`src/rtl/drm_17x256_fifo_ctrl.sv`:
```
// drm_17x256_fifo_ctrl: single-clock first-word-fall-through FIFO controller
// for a simple dual-port RAM with a 1-cycle registered read. A 2-entry output
// buffer hides the read latency so the downstream stream can pop every cycle.
module drm_17x256_fifo_ctrl #(
  parameter int unsigned DATA_WIDTH = 17,
  parameter int unsigned ADDR_WIDTH = 8,
  parameter int unsigned AF_THRESH  = 240,
  parameter int unsigned AE_THRESH  = 2
) (
  input  logic                  clk,
  input  logic                  rst,
  input  logic                  s_valid,
  output logic                  s_ready,
  input  logic [DATA_WIDTH-1:0] s_data,
  output logic                  m_valid,
  input  logic                  m_ready,
  output logic [DATA_WIDTH-1:0] m_data,
  output logic [ADDR_WIDTH:0]   count,
  output logic                  almost_full,
  output logic                  almost_empty,
  output logic [DATA_WIDTH-1:0] ram_wr_data,
  output logic [ADDR_WIDTH-1:0] ram_wr_addr,
  output logic                  ram_wr_en,
  output logic [ADDR_WIDTH-1:0] ram_rd_addr,
  input  logic [DATA_WIDTH-1:0] ram_rd_data
);

  localparam int unsigned         DEPTH     = 1 << ADDR_WIDTH;
  localparam logic [ADDR_WIDTH:0] DEPTH_CNT = (ADDR_WIDTH+1)'(DEPTH);
  localparam logic [ADDR_WIDTH:0] AF_CNT    = (ADDR_WIDTH+1)'(AF_THRESH);
  localparam logic [ADDR_WIDTH:0] AE_CNT    = (ADDR_WIDTH+1)'(AE_THRESH);

  logic [ADDR_WIDTH-1:0] wr_ptr;
  logic [ADDR_WIDTH-1:0] rd_ptr;
  logic [ADDR_WIDTH:0]   ram_cnt;
  logic                  infl;
  logic [1:0]            ob_cnt;
  logic [DATA_WIDTH-1:0] ob0;
  logic [DATA_WIDTH-1:0] ob1;

  logic       push;
  logic       pop;
  logic       fetch;
  logic [2:0] occ;
  logic [1:0] arr_slot;

  // Handshakes, fetch decision and arrival slot from registered state.
  always_comb begin
    s_ready  = !rst && (ram_cnt != DEPTH_CNT);
    push     = s_valid && s_ready;
    pop      = m_valid && m_ready;
    // Buffer occupancy once this cycle's pop and the pending arrival settle;
    // fetch only if the fetched word is guaranteed a free slot.
    occ      = 3'(ob_cnt) + 3'(infl) - 3'(pop);
    fetch    = (ram_cnt != '0) && (occ < 3'd2);
    arr_slot = ob_cnt - 2'(pop);
  end

  assign m_valid      = (ob_cnt != 2'd0);
  assign m_data       = ob0;
  assign count        = ram_cnt + (ADDR_WIDTH+1)'(infl) + (ADDR_WIDTH+1)'(ob_cnt);
  assign almost_full  = (count >= AF_CNT);
  assign almost_empty = (count <= AE_CNT);
  assign ram_wr_data  = s_data;
  assign ram_wr_addr  = wr_ptr;
  assign ram_wr_en    = push;
  assign ram_rd_addr  = rd_ptr;

  // RAM pointers, unfetched-word count and in-flight flag.
  always_ff @(posedge clk) begin
    if (rst) begin
      wr_ptr  <= '0;
      rd_ptr  <= '0;
      ram_cnt <= '0;
      infl    <= 1'b0;
    end else begin
      if (push)  wr_ptr <= wr_ptr + 1'b1;
      if (fetch) rd_ptr <= rd_ptr + 1'b1;
      case ({push, fetch})
        2'b10:   ram_cnt <= ram_cnt + 1'b1;
        2'b01:   ram_cnt <= ram_cnt - 1'b1;
        default: ram_cnt <= ram_cnt;
      endcase
      infl <= fetch;
    end
  end

  // Output buffer: shift on pop, then land the arriving RAM word.
  always_ff @(posedge clk) begin
    if (rst) begin
      ob_cnt <= 2'd0;
      ob0    <= '0;
      ob1    <= '0;
    end else begin
      if (pop) ob0 <= ob1;
      // Arrival is written after the shift so a same-cycle pop into an
      // emptied head slot lands in ob0.
      if (infl) begin
        if (arr_slot == 2'd0) ob0 <= ram_rd_data;
        else                  ob1 <= ram_rd_data;
      end
      ob_cnt <= ob_cnt - 2'(pop) + 2'(infl);
    end
  end

endmodule

```
`config.mk`:
```
export PLATFORM = sky130hd
export DESIGN_NAME = drm_17x256_fifo_ctrl
export DESIGN_NICKNAME = d
export VERILOG_FILES = /design/src/rtl/drm_17x256_fifo_ctrl.sv
export SDC_FILE = /design/constraint.sdc
export NUM_CORES = 1
export LEC_CHECK = 0
export ABC_AREA = 1
export CAP_MARGIN = 20
export CORE_MARGIN = 3
export CORE_UTILIZATION = 35
export CTS_BUF_LIST = sky130_fd_sc_hd__clkbuf_8
export CTS_CLUSTER_SIZE = 10
export DETAILED_ROUTE_END_ITERATION = 8
export DONT_BUFFER_PORTS = 1
export PLACE_DENSITY_LB_ADDON = 0.05
export SLEW_MARGIN = 20
export SYNTH_ARGS = -nofsm -noshare
export SYNTH_HDL_FRONTEND = slang
export SYNTH_SLANG_ARGS = --single-unit
```
`constraint.sdc`:
```
create_clock -name clk -period 4.7 [get_ports clk]
set_clock_uncertainty 0.1 [all_clocks]
set_input_delay 0.705 -clock clk [delete_from_list [all_inputs] [get_ports clk]]
set_output_delay 0.705 -clock clk [all_outputs]
set_load 0.01 [all_outputs]
```
==> results.cfg <==
[flow_run]
maxCapViolCount = 0

[yosys]
synthSimpleGateAreaFrac = 0.396
synth-seq-cells = 62
synth-compound-area-share = 0.0585
synthMuxAreaShare = 0
synthesis.instances = 594
synth_top_family_by_area = simple AND/OR/NAND/NOR gates
seq_area_frac_synth = 0.328
synth-adder-area-share = 0.0641
yosysWarnings = 0
synthTopCellsByArea = dfxtp_1 (33%), nand2_1 (19%), nor2_1 (10%), inv_1 (6.1%), ha_1 (4.3%)
synth_top_area_frac = 0.328
synthDistinctLibCells = 29
synth_area_mm2 = 0.00379
synth_area_leader_cell = dfxtp_1
syn_nets = 649
syn_avg_cell_area_um2 = 6.38
yosys.area_share.xor_xnor = 0.0301

[drt]
drc = 0
drt_wl_total_mm = 9.39
vias = 3289
routed.top_layer = met4
detail-route-antenna-nets = 0
viasPerCell = 4.61
dr.pass1.iters = 4
wl_met2_mm = 4.30
wl_met1_mm = 4.33
wl_met3_um = 681
drtIter0Drc = 128
avgRoutedWirePerCell_um = 13.2

[floorplanning]
rows = 37
fp.dieW_um = 110
die_y_um = 110
coreArea_mm2 = 0.0104
start_util = 0.364
ios = 102
dieArea_mm2 = 0.0121

[setup_path]
slowest_stage = dfxtp_1
rrSetupSlack_ns = 0.94
cp.arrival_ns = 3.89
crit_path_max_fanout = 10
crit_type = reg -> reg
critPathLaunchType = flop
cp_slowest_stage_delay_ns = 0.46
path_delay_family = adder cells
cpMostUsedCell = nand2_1
end_kind = flop
worstPathBufferInverterCount = 3
worstPathCellList = inv_2, a21oi_4, nand2_4, nand2_1, nand2_1, fa_1, nand2_1, nor2_1, nand2_2, clkinv_1, ha_1, ha_1, or2_2, nand3b_1, nand2_1, nand2_1, nand2_1, o21ai_0, inv_1
crit_required_ns = 4.83

[cts]
cts_resized = 0
cts_tree = yes
path_clk_slew_ns = 0.08
cts_hold_buf = 0
cts_max_level = 3
cts-buffers-inserted = 9
clock_sinks = 62
root_buffer = clkbuf_8
postCtsSetupBuffers = 0
clock_latency_ns = 0.33
clockBufferDepth = 2

[grt]
gr-total-overflow = 0
antenna_found_initial = 0
grt_max_degree = 47
grt_pass1_vias = 3188
track_usage = 0.160
grt_pass1_wl_mm = 15.3

[power]
power_density_mw_per_mm2 = 719
peakVddDrop_mv = 0.395
p_leak_nw = 1.96

[sta]
setup_viol = 0
finalHoldViolations = 0
tns_ns = 0
period_needed_ns = 3.76
period_share = 0.800
whs_ns = 0.331
final_max_slew_viol_count = 0
slew_headroom = 0.530
max_freq_ghz = 0.266
tightest_slew_ns = 0.704
rsz0062_at_grt = false

[place]
gp_congestion = 0.777
io_buffer_count = 0
dp_hpwl_mm = 6.58

[hold_path]
hold_path.class = in -> reg

[layout]
nNetsFinal = 628
syn2layout_area_growth_pct = 5.09
drive_above_1_share = 0.0502
antenna_cells = 0
final_util = 0.382
fillers = 1161

[run_status]
status = complete, no violations
final timing paths:
| kind | start | end | depth (start not counted) |
|---|---|---|---|
| worst max-delay path | ob_cnt[1] | ram_cnt[6] | 19 |
| worst min-delay path | rst | ram_wr_addr[5] | 1 |
| worst max register to register | ob_cnt[1] | ram_cnt[6] | 19 |
| worst min register to register | ob1[5] | ob1[5] | 2 |
where the power goes:
group | internal, W | switching (W)
Clock | 0.000297 | 0.000226
Combinational | 0.000498 | 0.000942
Sequential | 0.000703 | 0.000197
worst register-to-register path, stage by stage, from the launching register on:
cell and delay, ns:
dfxtp_1 0.46, inv_2 0.13, a21oi_4 0.19, nand2_4 0.09, nand2_1 0.09, nand2_1 0.07
fa_1 0.45, nand2_1 0.08, nor2_1 0.05, nand2_2 0.17, clkinv_1 0.27, ha_1 0.42
ha_1 0.38, or2_2 0.31, nand3b_1 0.09, nand2_1 0.06, nand2_1 0.05, nand2_1 0.04
o21ai_0 0.13, inv_1 0.05
state kept, by name, summed over array words and instances, names as in the netlist:
| signal | cells |
|---|---|
| m_data | 17 |
| ob1 | 17 |
| ram_cnt | 9 |
| ram_rd_addr | 8 |
| ram_wr_addr | 8 |
| ob_cnt | 2 |
| infl | 1 |
synthesized netlist by cell type:
master and count:
nand3b_1 18, inv_2 4, nand2_4 1, nand4_1 9, xnor2_1 5, nand3_1 23
o21ai_0 19, nand4_2 1, ha_1 13, inv_1 62, xor2_1 8, nor2_1 104
nand3_4 1, o21ai_1 1, fa_1 4, buf_1 4, nand2_1 195, a21oi_1 21
buf_2 3, dfxtp_1 62, a21oi_4 1, clkbuf_1 8, clkinv_2 1, or2_2 1
buf_6 1, nor3_1 2, nand2_2 2, buf_4 19, clkinv_1 1
layout by cell type (no fill, tap or decap), types with 3 or more instances in the layout:
master    count
nor2_1      104
fa_1          4
clkbuf_8      9
nand2_1     195
buf_4         3
inv_1        64
xnor2_1       5
nand3b_1     18
xor2_1        8
nand3_1      23
inv_2         4
dfxtp_1      62
ha_1         13
o21ai_0      19
nand4_1       9
a21oi_1      21
metal layers:
layer  track usage  vias to the layer above
met5             0                        -
met4        0.0436                        0
met3        0.0483                        8
met2         0.278                       72
met1         0.192                     1437
li1              -                     1772
layout make-up:
type,count,area [µm²],area share
Clock buffer,9,124,0.0311
Multi-Input combinational cell,429,2080,0.522
Timing Repair Buffer,3,22.5,0.00566
Tap cell,136,170,0.0427
Inverter,68,256,0.0644
Clock inverter,7,90.1,0.0226
Sequential cell,62,1240,0.312
cells by family after synthesis:
| group | Yosys count |
|---|---|
| XOR/XNOR | 13 |
| flip-flops | 62 |
| adder cells (fa/ha/maj) | 17 |
| buffers and inverters | 103 |
| AO/OA/AOI/OAI | 42 |
| AND/OR/NAND/NOR | 357 |
per-stage QoR:
step	setup slack (ns)	total power [W]	instance area (µm²)	instances
5_1_grt	0.479	0.00321	3980	714
6_report	0.939	0.00286	3980	714
3_3_place_gp	0.882	0.00235	3770	698
3_5_place_dp	0.786	0.00238	3770	698
2_1_floorplan	1.01	0.00207	3790	594
4_1_cts	0.926	0.00291	3980	714
No activity file was read; power rests on OpenSTA's default activity.
